<file path="src/rtl/control_multiciclo.sv">
// Multicycle main control FSM for the RISC-V core: sequences each instruction
// over 3-5 states, with memReady wait states, a memory timeout fault and an instret counter.
module control_multiciclo #(
    parameter int unsigned MEM_TIMEOUT = 16,
    parameter bit          IMM_EN      = 1'b1,
    parameter bit          JAL_EN      = 1'b1,
    parameter int unsigned CNT_W       = 32
) (
    input  logic             clk,
    input  logic             reset,
    input  logic [6:0]       instruc,
    input  logic             memReady,
    output logic             pcWrite,
    output logic             branch,
    output logic             irWrite,
    output logic             memRead,
    output logic             memWrite,
    output logic             iOrD,
    output logic             regWrite,
    output logic             aluSrcA,
    output logic [1:0]       aluSrcB,
    output logic [1:0]       aluOp,
    output logic [1:0]       regSrc,
    output logic             pcSource,
    output logic             illegal,
    output logic             fault,
    output logic [3:0]       state,
    output logic [CNT_W-1:0] instret
);

    localparam logic [6:0] OpLoad   = 7'b0000011;
    localparam logic [6:0] OpStore  = 7'b0100011;
    localparam logic [6:0] OpRType  = 7'b0110011;
    localparam logic [6:0] OpIType  = 7'b0010011;
    localparam logic [6:0] OpBranch = 7'b1100011;
    localparam logic [6:0] OpJal    = 7'b1101111;

    // Wide enough to hold MEM_TIMEOUT-1, the last count before faulting.
    localparam int unsigned WaitW = (MEM_TIMEOUT > 2) ? $clog2(MEM_TIMEOUT) : 1;

    typedef enum logic [3:0] {
        StFetch  = 4'd0,
        StDecode = 4'd1,
        StMemAdr = 4'd2,
        StMemRd  = 4'd3,
        StMemWb  = 4'd4,
        StMemWr  = 4'd5,
        StExec   = 4'd6,
        StAluWb  = 4'd7,
        StBranch = 4'd8,
        StJal    = 4'd9,
        StFault  = 4'd15
    } state_t;

    state_t           state_q, state_d;
    state_t           dec_next;
    logic             dec_legal;
    logic [WaitW-1:0] wait_q;
    logic [CNT_W-1:0] instret_q;
    logic             mem_wait, timeout, retire;

    assign mem_wait = (state_q == StFetch || state_q == StMemRd || state_q == StMemWr)
                      && !memReady;
    assign timeout  = (MEM_TIMEOUT != 0) && mem_wait
                      && (wait_q == WaitW'(MEM_TIMEOUT - 1));
    assign retire   = (state_q == StMemWb) || (state_q == StAluWb) || (state_q == StBranch)
                      || (state_q == StJal) || (state_q == StMemWr && memReady);

    always_ff @(posedge clk) begin
        if (reset) begin
            state_q   <= StFetch;
            wait_q    <= '0;
            instret_q <= '0;
        end else begin
            state_q <= state_d;
            if (state_d != state_q) begin
                wait_q <= '0;
            end else if (mem_wait) begin
                wait_q <= wait_q + WaitW'(1);
            end
            if (retire) begin
                instret_q <= instret_q + CNT_W'(1);
            end
        end
    end

    always_comb begin
        dec_legal = 1'b1;
        dec_next  = StFetch;
        case (instruc)
            OpLoad, OpStore: dec_next = StMemAdr;
            OpRType:         dec_next = StExec;
            OpIType: begin
                dec_next  = StExec;
                dec_legal = IMM_EN;
            end
            OpBranch:        dec_next = StBranch;
            OpJal: begin
                dec_next  = StJal;
                dec_legal = JAL_EN;
            end
            default:         dec_legal = 1'b0;
        endcase
    end

    always_comb begin
        state_d = state_q;
        case (state_q)
            StFetch: begin
                if (memReady)     state_d = StDecode;
                else if (timeout) state_d = StFault;
            end
            StDecode: state_d = dec_legal ? dec_next : StFetch;
            StMemAdr: state_d = (instruc == OpLoad) ? StMemRd : StMemWr;
            StMemRd: begin
                if (memReady)     state_d = StMemWb;
                else if (timeout) state_d = StFault;
            end
            StMemWb:  state_d = StFetch;
            StMemWr: begin
                if (memReady)     state_d = StFetch;
                else if (timeout) state_d = StFault;
            end
            StExec:   state_d = StAluWb;
            StAluWb:  state_d = StFetch;
            StBranch: state_d = StFetch;
            StJal:    state_d = StFetch;
            StFault:  state_d = StFault;
            default:  state_d = StFetch;
        endcase
    end

    always_comb begin
        pcWrite  = 1'b0;
        branch   = 1'b0;
        irWrite  = 1'b0;
        memRead  = 1'b0;
        memWrite = 1'b0;
        iOrD     = 1'b0;
        regWrite = 1'b0;
        aluSrcA  = 1'b0;
        aluSrcB  = 2'b00;
        aluOp    = 2'b00;
        regSrc   = 2'b00;
        pcSource = 1'b0;
        illegal  = 1'b0;
        if (!reset) begin
            case (state_q)
                StFetch: begin
                    memRead = 1'b1;
                    aluSrcB = 2'b01;
                    irWrite = memReady;
                    pcWrite = memReady;
                end
                StDecode: begin
                    aluSrcB = 2'b10;
                    illegal = !dec_legal;
                end
                StMemAdr: begin
                    aluSrcA = 1'b1;
                    aluSrcB = 2'b10;
                end
                StMemRd: begin
                    memRead = 1'b1;
                    iOrD    = 1'b1;
                end
                StMemWb: begin
                    regWrite = 1'b1;
                    regSrc   = 2'b01;
                end
                StMemWr: begin
                    memWrite = 1'b1;
                    iOrD     = 1'b1;
                end
                StExec: begin
                    aluSrcA = 1'b1;
                    if (instruc == OpRType) begin
                        aluSrcB = 2'b00;
                        aluOp   = 2'b10;
                    end else begin
                        aluSrcB = 2'b10;
                        aluOp   = 2'b11;
                    end
                end
                StAluWb:  regWrite = 1'b1;
                StBranch: begin
                    aluSrcA  = 1'b1;
                    aluOp    = 2'b01;
                    branch   = 1'b1;
                    pcSource = 1'b1;
                end
                StJal: begin
                    pcWrite  = 1'b1;
                    pcSource = 1'b1;
                    regWrite = 1'b1;
                    regSrc   = 2'b10;
                end
                default: ;
            endcase
        end
    end

    assign fault   = (state_q == StFault);
    assign state   = state_q;
    assign instret = instret_q;

endmodule

</file>
<file path="config.mk">
export PLATFORM = sky130hd
export DESIGN_NAME = control_multiciclo
export DESIGN_NICKNAME = d
export VERILOG_FILES = /design/src/rtl/control_multiciclo.sv
export SDC_FILE = /design/constraint.sdc
export NUM_CORES = 1
export LEC_CHECK = 0
export ABC_AREA = 1
export ABC_CLOCK_PERIOD_IN_PS = 1600
export CORE_MARGIN = 1.5
export CORE_UTILIZATION = 25
export DETAILED_ROUTE_END_ITERATION = 8
export DONT_BUFFER_PORTS = 1
export GPL_ROUTABILITY_DRIVEN = 0
export PLACE_DENSITY = 0.37
export SLEW_MARGIN = 25
export SYNTH_ARGS = -nofsm -noshare
export SYNTH_HDL_FRONTEND = slang
export SYNTH_SLANG_ARGS = --single-unit
</file>
<file path="constraint.sdc">
create_clock -name clk -period 1.6 [get_ports clk]
set_clock_uncertainty 0.15 [all_clocks]
set_input_delay 0.24 -clock clk [delete_from_list [all_inputs] [get_ports clk]]
set_output_delay 0.24 -clock clk [all_outputs]
set_load 0.03 [all_outputs]
</file>
==> impl_metrics.py, run 1 <==
metrics = {
    "sta": {
        "min_period_ns": 1.94,
        "fin_ws_ns": -0.338,
        "post-route-period-util_pct": 121,
        "holdWs_ns": 0.118,
        "finalHoldViolCount": 0,
        "max_freq_ghz": 0.516,
        "finalSetupViolations": 54,
        "max-slew-margin-rel_pct": 49.3,
        "rsz0062_at_grt": "true",
        "tns_ns": -11.97,
        "worst_pin_slew_ns": 0.760,
        "slew_violations": 0,
    },
    "setup_path": {
        "path_cells": "inv_4 > nand2_4 > buf_6 > nor2_4 > buf_6 > nor2_2 > buf_4 > nor2_4 > buf_6",
        "arrival_ns": 1.55,
        "critPathRequiredTime_ns": 1.21,
        "slowest_stage": "dfxtp_4",
        "critPathMostFrequentCell": "buf_6",
        "critical_path_class": "reg -> out",
        "cp-end-kind": "output pin",
        "r2r_cells": 13,
        "cp_max_fo": 4,
        "cp.depth": 9,
        "worst-path-buf-inv": 5,
        "cpLargestDelayFamily": "buffers and inverters",
        "max_stage_delay_ns": 0.38,
        "critPathLaunchType": "flop",
    },
    "cells_and_area": {
        "nets": 603,
        "area_growth_pct": 103,
        "finish.instance_area_sq_um": 5290,
        "layout-drive-gt1-share_pct": 62.8,
        "num_antenna_cells": 0,
    },
    "global_routing": {
        "gr-total-overflow": 0,
        "track_usage_pct": 17.8,
        "grt_pass1_wl_um": 15600,
        "antenna_found_initial": 0,
        "grt_pass1_vias": 3224,
        "grt_max_degree": 24,
    },
    "yosys": {
        "synth_area_sq_um": 2610,
        "seq_area_frac_synth_pct": 30.7,
        "yosysWarnings": 0,
        "synth.distinct_cells": 30,
        "synth_async_sr_flop_share_pct": 0,
        "syn_area_per_cell_sq_um": 6.26,
        "synth-main-ff-cell": "dfxtp_1",
        "synth_nets": 429,
        "synth_edf_count": 0,
        "synth-seq-cells": 40,
        "yosysTopAreaCellShare_pct": 30.7,
        "syn_inst": 417,
        "yosys.area.top_type": "dfxtp_1",
        "synth_area_leaders": "dfxtp_1 (31%), nand2_1 (16%), nor2_1 (8.3%), a21oi_1 (5.8%), inv_1 (5.3%)",
    },
    "clock_tree": {
        "numCtsBuffers": 5,
        "root_buffer": "clkbuf_8",
        "cts_tree": "yes",
        "worstSkewPairLatency_ns": 0.30,
        "cts_sinks": 40,
        "cts.htree.levels": 2,
        "clk_pin_slew_ns": 0.08,
        "cts_max_path_buffers": 2,
    },
    "run": {
        "maxCapViolCount": 0,
    },
    "hold_path": {
        "hold_depth": 4,
        "hold_path.class": "in -> reg",
    },
    "routing": {
        "via_per_inst": 4.68,
        "dr.pass1.iters": 4,
        "drt_wl_total_um": 10400,
        "final_antenna_net_count": 0,
        "drt_iter0_drc": 91,
        "vias": 3410,
        "wire_per_inst_um": 14.3,
        "drc": 0,
    },
    "place": {
        "hpwl_um": 7270,
        "io_buffers": 0,
        "placed_area_sq_um": 3990,
    },
    "run_status": {
        "status": "finished with violations",
        "failed_checks": "negative setup slack",
    },
    "floorplanning": {
        "die_area_sq_um": 11100,
        "die_x_um": 105,
        "die_height_um": 105,
        "start_util_pct": 25.5,
        "boundaryPins": 63,
        "core_area_sq_um": 10200,
        "rows": 37,
    },
    "power": {
        "clkPwrFrac_pct": 31.5,
        "p_int_mw": 1.61,
        "pwr-share-comb_pct": 25.6,
        "leakage_nw": 2.44,
        "switching_share_pct": 31.4,
        "power_frac_seq_pct": 42.8,
        "power.density_nw_per_um2": 444,
        "irDropWorstVdd_mv": 0.295,
        "p_sw_mw": 0.738,
    },
}
-- power by group through the flow --
stage	registers, mW	clock network (mW)	logic [mW]
5_1_grt	1.01	0.798	0.639
6_report	1.01	0.741	0.602
3_3_place_gp	1.03	0	0.367
2_1_floorplan	1.05	0	0.209
3_5_place_dp	1.03	0	0.367
4_1_cts	1.01	0.777	0.491
-- worst reg2reg max path: cells and delay by family, from the launching register on --
kind	cells	cell delay [ns]
buf+inv	6	0.64
flops	1	0.40
simple gates	7	0.59
-- repair_timing --
item	4_1_cts	5_1_grt
setup endpoints to repair	53	57
hold endpoints to repair	23	0
pin swaps	27	51
buffers inserted	23	14
resized for setup	94	155
hold buffers	1	0
gates cloned	1	0
-- registers in the layout, indices dropped and copies added (netlist names) --
name	flops
instret	32
state	4
wait_q	4
-- Yosys cell counts, types with 2 or more instances --
cell type,instances
inv_1,37
clkbuf_1,4
xor2_1,10
nor3_2,2
nor3b_1,5
xnor2_1,9
nor2_4,2
buf_2,4
nor3_1,23
nand3_2,3
a31oi_1,5
dfxtp_1,40
nor2_1,58
o21ai_0,14
nand2_2,4
nand3_1,26
nand2_1,112
ha_1,2
a21oi_1,30
inv_2,8
nand4_1,10
-- worst paths after layout --
path	to	start	slack, ns
setup reg to reg	instret[19]	state[2]	-0.30
hold / removal	state[0]	memReady	0.12
setup / recovery	iOrD	state[1]	-0.34
hold reg to reg	instret[3]	instret[3]	0.33
-- through the flow --
| step | instances | setup slack (ns) | total power [mW] | utilization [%] |
|---|---|---|---|---|
| CTS | 719 | -0.343 | 2.27 | 45.3 |
| finish | 728 | -0.338 | 2.35 | 51.7 |
| floorplan | 417 | -0.0722 | 1.25 | - |
| global placement | 686 | -0.256 | 1.40 | 39.0 |
| global route | 728 | -0.399 | 2.45 | 51.7 |
| detailed placement | 686 | -0.248 | 1.40 | 39.0 |
-- layout make-up --
cell class,count,area (sq um)
Sequential cell,40,867
Inverter,45,205
Fill cell,1005,4940
Clock buffer,6,82.6
Multi-Input combinational cell,323,2390
Clock inverter,2,10.0
Tap cell,136,170
Timing Repair Buffer,176,1560
-- per-layer routing --
| layer | track usage, % | wire (um) | up-vias |
|---|---|---|---|
| met2 | 33.9 | 5730 | 53 |
| met5 | 0 | 0 | - |
| met4 | 5.09 | 180 | 0 |
| met3 | 2.68 | 278 | 15 |
| li1 | - | - | 1715 |
| met1 | 20.2 | 4220 | 1627 |
-- kinds of logic (layout without fill, tap and decap cells) --
group           count (synthesis)  after routing  synth area share [%]
simple gates                  248            248                  42.7
xor+xnor                       19             19                  6.38
buf+inv                        54            229                  7.96
mux                             1              1                 0.432
fa+ha+maj                       2              2                 0.959
flops                          40             40                  30.7
compound gates                 53             53                  10.9
-- cells in the final DEF, fill, tap and decap left out, types with 4 or more instances in the layout --
cell	instances
nor3_4	4
nand2_4	24
nor3_2	8
buf_4	123
inv_4	8
a21oi_1	11
nor2_1	27
nand3_4	5
nand4_1	10
xnor2_1	6
o21ai_2	7
o21ai_1	4
nor2_4	20
nand3_2	5
nor3b_2	5
nand2_2	16
dfxtp_2	17
dfxtp_1	11
nand2_1	76
nor2_2	13
clkbuf_8	6
xor2_2	5
inv_2	6
dfxtp_4	12
inv_1	29
buf_6	46
nor3_1	13
a21oi_2	20
xor2_1	5
nand3_1	19
Note: power is estimated with default switching activity, not from simulation.
==> run 2: changes to the inputs <==
--- a/config.mk
+++ b/config.mk
@@ -5,7 +5,6 @@
 export SDC_FILE = /design/constraint.sdc
 export NUM_CORES = 1
 export LEC_CHECK = 0
-export ABC_AREA = 1
 export ABC_CLOCK_PERIOD_IN_PS = 1600
 export CORE_MARGIN = 1.5
 export CORE_UTILIZATION = 25
==> impl_metrics.py, run 2 <==
metrics = {
    "cells_and_area": {
        "final_cells": 583,
        "area_growth_pct": 84.4,
        "finish.instance_area_sq_um": 4680,
        "layout_common_cells": "buf_4 (108), nor2_1 (36), buf_6 (26)",
        "layout-drive-gt1-share_pct": 56.7,
        "num_antenna_cells": 0,
        "largest_register_ffs": 32,
        "final_util_pct": 47.7,
        "final_common_cell": "buf_4",
        "nets": 461,
    },
    "power": {
        "p_sw_mw": 0.487,
        "power_frac_seq_pct": 51.8,
        "clkPwrFrac_pct": 34.2,
        "pwr-share-comb_pct": 13.9,
        "leakage_nw": 1.99,
        "switching_share_pct": 25.4,
        "power.density_nw_per_um2": 409,
        "irDropWorstVdd_mv": 0.260,
        "p_int_mw": 1.43,
    },
    "yosys": {
        "seq_area_frac_synth_pct": 31.5,
        "synth.distinct_cells": 54,
        "synth_area_leaders": "dfxtp_1 (32%), xnor2_1 (6.9%), nor2_1 (6.4%), nand4_1 (4.4%), xor2_1 (4.1%)",
        "synth.most_common_cell": "nor2_1",
        "syn_inst": 313,
        "yosys.area.top_type": "dfxtp_1",
        "synth_async_sr_flop_share_pct": 0,
        "syn_area_per_cell_sq_um": 8.11,
        "synthTopCellsByCount": "nor2_1 (43), dfxtp_1 (40), xnor2_1 (20)",
        "yosysTopAreaCellShare_pct": 31.5,
        "synth_area_sq_um": 2540,
        "synth_nets": 325,
        "synth_edf_count": 0,
        "synth-seq-cells": 40,
        "synth-main-ff-cell": "dfxtp_1",
        "yosysWarnings": 0,
    },
    "floorplanning": {
        "die_height_um": 104,
        "die_area_sq_um": 10800,
        "core_area_sq_um": 9820,
        "boundaryPins": 63,
        "rows": 36,
        "start_util_pct": 25.9,
        "die_x_um": 104,
    },
    "place": {
        "placedCellCount": 561,
        "hpwl_um": 6460,
        "io_buffers": 0,
        "placed_area_sq_um": 4170,
    },
    "setup_path": {
        "cp-end-kind": "flop",
        "critPathRequiredTime_ns": 1.63,
        "cpLargestDelayFamily": "simple AND/OR/NAND/NOR gates",
        "critical_path_class": "reg -> reg",
        "arrival_ns": 2.16,
        "max_stage_delay_ns": 0.57,
        "slowest_stage": "or4b_4",
        "cp_max_fo": 4,
        "critPathLaunchType": "flop",
        "path_cells": "or4b_4 > or4_4 > a31o_1 > nand4_1 > nor3_1",
        "worst-path-buf-inv": 0,
    },
    "global_routing": {
        "gr-total-overflow": 0,
        "grt_pass1_vias": 2841,
        "grt_pass1_wl_um": 14600,
        "antenna_found_initial": 0,
        "track_usage_pct": 16.6,
        "grt_max_degree": 36,
    },
    "sta": {
        "fin_ws_ns": -0.526,
        "finalHoldViolCount": 0,
        "tns_ns": -17.70,
        "min_period_ns": 2.13,
        "post-route-period-util_pct": 133,
        "finalSetupViolations": 57,
        "max-slew-margin-rel_pct": 76.5,
        "worst_pin_slew_ns": 0.351,
        "max_freq_ghz": 0.470,
        "rsz0062_at_grt": "true",
        "slew_violations": 0,
    },
    "clock_tree": {
        "cts.htree.levels": 2,
        "cts_max_path_buffers": 2,
        "cts_tree": "yes",
        "cts_sinks": 40,
        "root_buffer": "clkbuf_8",
        "clk_pin_slew_ns": 0.08,
        "worstSkewPairLatency_ns": 0.29,
        "numCtsBuffers": 5,
    },
    "run_status": {
        "failed_checks": "negative setup slack",
        "status": "finished with violations",
    },
    "routing": {
        "via_per_inst": 4.84,
        "drt_wl_total_um": 8820,
        "drt_iter0_drc": 100,
        "vias": 2824,
        "drc": 0,
        "wire_per_inst_um": 15.1,
        "final_antenna_net_count": 0,
        "dr.pass1.iters": 4,
    },
    "hold_path": {
        "hold_path.class": "in -> reg",
    },
    "run": {
        "maxCapViolCount": 0,
    },
}
-- run 2: cells by family after synthesis --
kind of cell	Yosys count	share of synthesized area, %
flops	40	31.5
mux	3	1.23
buf+inv	30	5.82
simple gates	169	38.4
xor+xnor	32	11.0
compound gates	37	11.0
fa+ha+maj	2	0.986
-- run 2: worst paths after layout --
check | from | endpoint | slack (ns) | cells after the start
setup reg to reg | state[1] | wait_q[3] | -0.53 | 5
hold reg to reg | instret[30] | instret[30] | 0.38 | 2
hold / removal | reset | instret[31] | 0.06 | 2
setup / recovery | state[1] | wait_q[3] | -0.53 | 5
-- run 2: power by group through the flow --
| stage | Combinational, mW | Sequential, mW | Clock [mW] |
|---|---|---|---|
| floorplan | 0.137 | 1.02 | 0 |
| global placement | 0.207 | 1.02 | 0 |
| detailed placement | 0.206 | 1.02 | 0 |
| CTS | 0.242 | 0.992 | 0.694 |
| global route | 0.284 | 0.993 | 0.730 |
| finish | 0.267 | 0.992 | 0.655 |
-- run 2: repair_timing --
| item | 4_1_cts | 5_1_grt |
|---|---|---|
| setup buffers | 11 | 5 |
| pin swaps | 21 | 32 |
| hold buffers | 1 | 0 |
| hold endpoints to repair | 35 | 0 |
| gates resized for setup | 44 | 32 |
| setup endpoints to repair | 57 | 57 |
-- run 2: cell type report --
type / instances / area, sq um
Fill cell: 1005 / 5140
Multi-Input combinational cell: 243 / 2160
Timing Repair Buffer: 149 / 1390
Sequential cell: 40 / 840
Tap cell: 133 / 166
Clock buffer: 7 / 76.3
Inverter: 10 / 42.5
Clock inverter: 1 / 3.75
-- run 2: stage by stage --
stage               setup WS [ns]  hold WS [ns]  power (mW)
finish                     -0.526        0.0625        1.91
global route               -0.575        0.0707        2.01
CTS                        -0.519        0.0172        1.93
detailed placement         -0.494         0.165        1.22
global placement           -0.450         0.162        1.22
floorplan                  -0.593         0.307        1.16
-- run 2: metal layers --
layer  track usage [%]  share of wire [%]
met1              23.1                 48
met2              26.8                 47
met3              3.46                4.3
met4              3.08               0.62
met5                 0                  0
==> run 3: changes to the inputs <==
--- a/config.mk
+++ b/config.mk
@@ -5,7 +5,6 @@
 export SDC_FILE = /design/constraint.sdc
 export NUM_CORES = 1
 export LEC_CHECK = 0
-export ABC_CLOCK_PERIOD_IN_PS = 1600
 export CORE_MARGIN = 1.5
 export CORE_UTILIZATION = 25
 export DETAILED_ROUTE_END_ITERATION = 8
==> results of run 3 <==
Final layout, timing and power as in run 2 (identical DEF).
==> RTL change 1, RTL diff (settings of run 3) <==
Change the parameter `IMM_EN` from 1'b1 to 1'b0.
--- a/src/rtl/control_multiciclo.sv
+++ b/src/rtl/control_multiciclo.sv
@@ -2,7 +2,7 @@
 // over 3-5 states, with memReady wait states, a memory timeout fault and an instret counter.
 module control_multiciclo #(
     parameter int unsigned MEM_TIMEOUT = 16,
-    parameter bit          IMM_EN      = 1'b1,
+    parameter bit          IMM_EN      = 1'b0,
     parameter bit          JAL_EN      = 1'b1,
     parameter int unsigned CNT_W       = 32
 ) (
Formal check against the unedited RTL: not equivalent (Yosys sat finds a counterexample within 4 cycles, from zero or initial values and one cycle with reset high).
==> RTL change 1 against run 3 <==
- critical path depth grew 1
- routed wire length shrank 4.9%
- area after synthesis shrank 4.5%
- largest power group unchanged
- highest routed layer unchanged
- power shrank 1.1%
- sequential cell count is the same
- largest cell class unchanged
- the flow still finishes with violations (setup timing)
- setup slack gained 0.13 ns
- final area shrank 0.72%
- count of clock-buffer cells in the layout shrank 2
- critical path type is now register to primary output
==> RTL change 1: results <==
export IMPL_outcome="complete, but fails checks"
export IMPL_violations="setup timing"
export IMPL_wl_per_cell_um=14.7
export IMPL_nNetsFinal=451
export IMPL_grt_first_pass_wirelength_mm=14.3
export IMPL_cp_arrival_ns=1.61
export IMPL_grt_max_degree=37
export IMPL_yosysSeqAreaShare=0.330
export IMPL_p_leak_nw=1.88
export IMPL_ir_drop_mv=0.237
export IMPL_layout_drive_gt1_share=0.614
export IMPL_drt_initial_drc_count=72
export IMPL_slowest_delay_ns=0.35
export IMPL_synth_cell_type_count=49
export IMPL_worst_path_max_fanout=9
export IMPL_grt_pass1_vias=2856
export IMPL_netlist_top_cells_count="dfxtp_1, nor2_1, nand2_1, a21oi_1, nand3_1"
export IMPL_syn_nets=323
export IMPL_p_sw_mw=0.507
export IMPL_fillers=903
export IMPL_vias=2737
export IMPL_worst_slack_ns=-0.396
export IMPL_ctsLongestPathBuffers=2
export IMPL_crit_slowest_cell="dfxtp_4"
export IMPL_placedInstanceArea_mm2=0.00371
export IMPL_finalSetupViolCount=56
export IMPL_path_clk_slew_ns=0.09
export IMPL_worst_slew_pin_transition_ns=0.629
export IMPL_synth_area_top_cells="dfxtp_1, xnor2_1, nor2_1, xor2_1, a21oi_1"
export IMPL_critical_path_top_delay_family="buffers and inverters"
==> RTL change 1: changes by cell type after synthesis, moves of 4 or more <==
cell and change:
a21oi_1 +10, buf_6 -4, nand2_1 +6, nand4_1 -4
nor2_1 -8, nor4_1 -7, nor4_2 -5, o21ai_0 +6
or3_1 +4, xnor2_1 -4
==> RTL change 1: path summary, 6_finish.rpt <==
kind               startpoint           to  slack, ns  cells after the start
setup / recovery     state[2]      illegal      -0.40                      6
hold / removal          reset   instret[1]       0.08                      2
setup reg to reg     state[3]  instret[24]      -0.35                     10
hold reg to reg   instret[31]  instret[31]       0.38                      2
==> RTL change 1: routing by layer <==
layer  share of wire  vias to the layer above  track usage
li1                -                     1377            -
met1            0.45                     1301        0.225
met2            0.50                       53        0.299
met3           0.050                        6       0.0400
met4          0.0060                        0       0.0385
met5               0                        -            0
==> RTL change 1: cells by family after synthesis <==
group	count (synthesis)	share of synthesized area
adders and majority gates	2	0.0103
AOI/OAI and AO/OA	46	0.116
DFF	40	0.330
muxes	2	0.00826
and+or+nand+nor	168	0.390
xor gates and xnor gates	29	0.105
buffers and inverters	24	0.0408
==> RTL change 1: stage by stage <==
stage | setup TNS [ns] | cells | util | power (mW)
2_1_floorplan | -10.64 | 311 | - | 1.13
3_3_place_gp | -7.28 | 532 | 0.397 | 1.16
3_5_place_dp | -8.22 | 532 | 0.397 | 1.16
4_1_cts | -15.07 | 566 | 0.482 | 1.93
5_1_grt | -19.74 | 569 | 0.498 | 2.00
6_report | -14.29 | 569 | 0.498 | 1.89
==> RTL change 1: cell type report <==
cell class,instances,area share
inverters,7,0.00619
clock buffers,5,0.0148
clock inverters,3,0.00404
flip-flops and latches,40,0.190
repair buffers,138,0.282
multi-input cells,247,0.468
well taps,129,0.0347
==> RTL change 1: power by group through the flow <==
stage | sequential (mW) | combinational (mW) | clock, mW
global route | 0.975 | 0.254 | 0.771
detailed placement | 0.996 | 0.161 | 0
floorplan | 0.999 | 0.126 | 0
finish | 0.974 | 0.235 | 0.685
CTS | 0.974 | 0.227 | 0.727
global placement | 0.995 | 0.162 | 0
==> RTL change 1: what timing repair did <==
| item | CTS | global route |
|---|---|---|
| gates cloned | 1 | 0 |
| hold buffers | 1 | 0 |
| endpoints found under the setup margin | 56 | 57 |
| endpoints found under the hold margin | 36 | 0 |
| resized for setup | 105 | 30 |
| pin swaps | 59 | 22 |
| setup buffers | 26 | 4 |
==> RTL change 1: worst register-to-register path: stages (launching register included) <==
cell and delay [ns]:
dfxtp_4 0.38, buf_4 0.13, nor2b_4 0.18, a21oi_4 0.06
o22ai_4 0.23, buf_6 0.14, buf_6 0.09, buf_6 0.12
nand4_1 0.10, xnor2_1 0.14, nor2b_1 0.12
==> RTL change 2, RTL diff (config.mk and constraints of run 3) <==
Without the edit above. Make the reset (`reset`) asynchronous in one clocked block.
--- a/src/rtl/control_multiciclo.sv
+++ b/src/rtl/control_multiciclo.sv
@@ -66,7 +66,7 @@
     assign retire   = (state_q == StMemWb) || (state_q == StAluWb) || (state_q == StBranch)
                       || (state_q == StJal) || (state_q == StMemWr && memReady);
 
-    always_ff @(posedge clk) begin
+    always_ff @(posedge clk or posedge reset) begin
         if (reset) begin
             state_q   <= StFetch;
             wait_q    <= '0;
Behaviour: differs if reset is asserted again (counterexample within 4 cycles, from zero or initial values and one cycle with reset high); with reset held inactive, the same outputs for 10 cycles.
==> RTL change 2 against run 3 <==
- routed wire length is 20% lower
- global-route usage is 1.7 points lower
- final area is 10% lower
- largest cell class unchanged
- sequential cell count stayed put
- highest routed layer unchanged
- setup slack worse by 0.079 ns
- area after synthesis is 9.2% lower
- first-iteration DRC count is 62% lower
- core utilization is 0.20 points lower
- the run still ends with setup timing left
- register-to-register slack worse by 0.04 ns
Power is not compared: it rests on default switching activity, and its combinational part moved more than twofold at a synthesized area within 25%.
==> RTL change 2: results <==
export IMPL_fillers=865
export IMPL_cts_sinks=40
export IMPL_dr_wl_met3_um=349
export IMPL_netlist_top_cells_count="dfrtp_1, xnor2_1, nand2_1, nand3_1, nor3_1"
export IMPL_antenna_cells=0
export IMPL_outcome="complete, but fails checks"
export IMPL_hold_path_class="primary input to register"
export IMPL_grt_first_pass_wirelength_mm=11.6
export IMPL_antenna_found_initial=0
export IMPL_grt_pass1_vias=2247
export IMPL_dp_hpwl_mm=5.02
export IMPL_violations="setup timing"
export IMPL_min_to="state[0]"
export IMPL_drt_initial_drc_count=38
export IMPL_wirelength_mm=7.04
export IMPL_ctsLongestPathBuffers=2
export IMPL_holdWs_ns=0.0954
export IMPL_yosysSeqAreaShare=0.434
export IMPL_ir_drop_mv=0.702
export IMPL_worst_slack_ns=-0.605
export IMPL_path_clk_slew_ns=0.08
export IMPL_placedInstanceArea_mm2=0.00348
export IMPL_numCtsBuffers=5
export IMPL_holdCritStartpoint="memReady"
export IMPL_wl_met1_mm=3.40
export IMPL_reg2reg_depth=7
export IMPL_layout_drive_gt1_share=0.598
export IMPL_syn_nets=255
export IMPL_grt_use_total=0.150
export IMPL_cp_arrival_ns=1.81
export IMPL_worst_path_max_fanout=4
export IMPL_insertion_delay_ns=0.29
export IMPL_async_flop_share=1.00
export IMPL_post_place_ws_ns=-0.528
export IMPL_wl_met2_mm=3.24
export IMPL_synth_area_top_cells="dfrtp_1, xnor2_1, nand3_1, nand4_1, xor2_1"
export IMPL_viasPerCell=4.83
export IMPL_r2r_start="state[3]"
export IMPL_cts_root_buf="clkbuf_8"
export IMPL_crit_slowest_cell="dfrtp_2"
export IMPL_grt_max_degree=41
export IMPL_largest_reg_flops=32
export IMPL_relSlewSlack=0.643
export IMPL_r2r_slack_ns=-0.57
export IMPL_finalSetupViolCount=57
export IMPL_synth_yosys_warnings=0
export IMPL_critical_path_top_delay_family="simple AND/OR/NAND/NOR gates"
export IMPL_r2r_end="wait_q[2]"
export IMPL_synth_cell_type_count=43
export IMPL_nNetsFinal=372
export IMPL_slowest_delay_ns=0.44
RTL change 2: worst max path at each step:
stage | startpoint | endpoint | cells past startpoint
2_1_floorplan | state[1] | wait_q[0] | 7
3_3_place_gp | state[3] | wait_q[1] | 7
3_5_place_dp | state[0] | wait_q[2] | 7
4_1_cts | state[1] | wait_q[2] | 7
5_1_grt | state[0] | wait_q[2] | 7
6_report | state[3] | aluOp[0] | 5
RTL change 2: what timing repair did:
action                                  CTS  global route
hold endpoints to repair                 40             0
endpoints found under the setup margin   57            57
setup buffers                            18             8
pin swaps                                55            20
resized for setup                        71            29
cloned                                    2             0
hold buffers                              1             0
RTL change 2: final cells by class:
cell class | count | area, um2 | share of cell area
multi-input cells | 182 | 1720 | 0.410
repair buffers | 123 | 1170 | 0.279
flip-flops and latches | 40 | 1010 | 0.241
well taps | 108 | 135 | 0.0322
clock buffers | 8 | 90.1 | 0.0214
inverters | 8 | 68.8 | 0.0164
RTL change 2: metrics by stage:
step / instances / TNS (ns)
global route: 469 / -26.74
detailed placement: 437 / -16.62
global placement: 437 / -15.72
floorplan: 243 / -17.62
CTS: 464 / -21.40
finish: 469 / -22.64
RTL change 2: power breakdown:
part,switching [mW],internal [mW]
clock network,0.351,0.352
logic,1.06,1.16
registers,0.0812,1.09
total,1.49,2.61
RTL change 2: logic make-up after synthesis:
family / share of synthesized area
compound gates: 0.0711
xor+xnor: 0.148
fa+ha+maj: 0.0109
buf+inv: 0.0450
flops: 0.434
mux: 0.0136
simple gates: 0.277
RTL change 2: layer usage:
| layer | vias up | track usage |
|---|---|---|
| met5 | - | 0 |
| met4 | 0 | 0.0297 |
| met3 | 5 | 0.0454 |
| met2 | 44 | 0.233 |
| met1 | 1114 | 0.205 |
| li1 | 1104 | - |
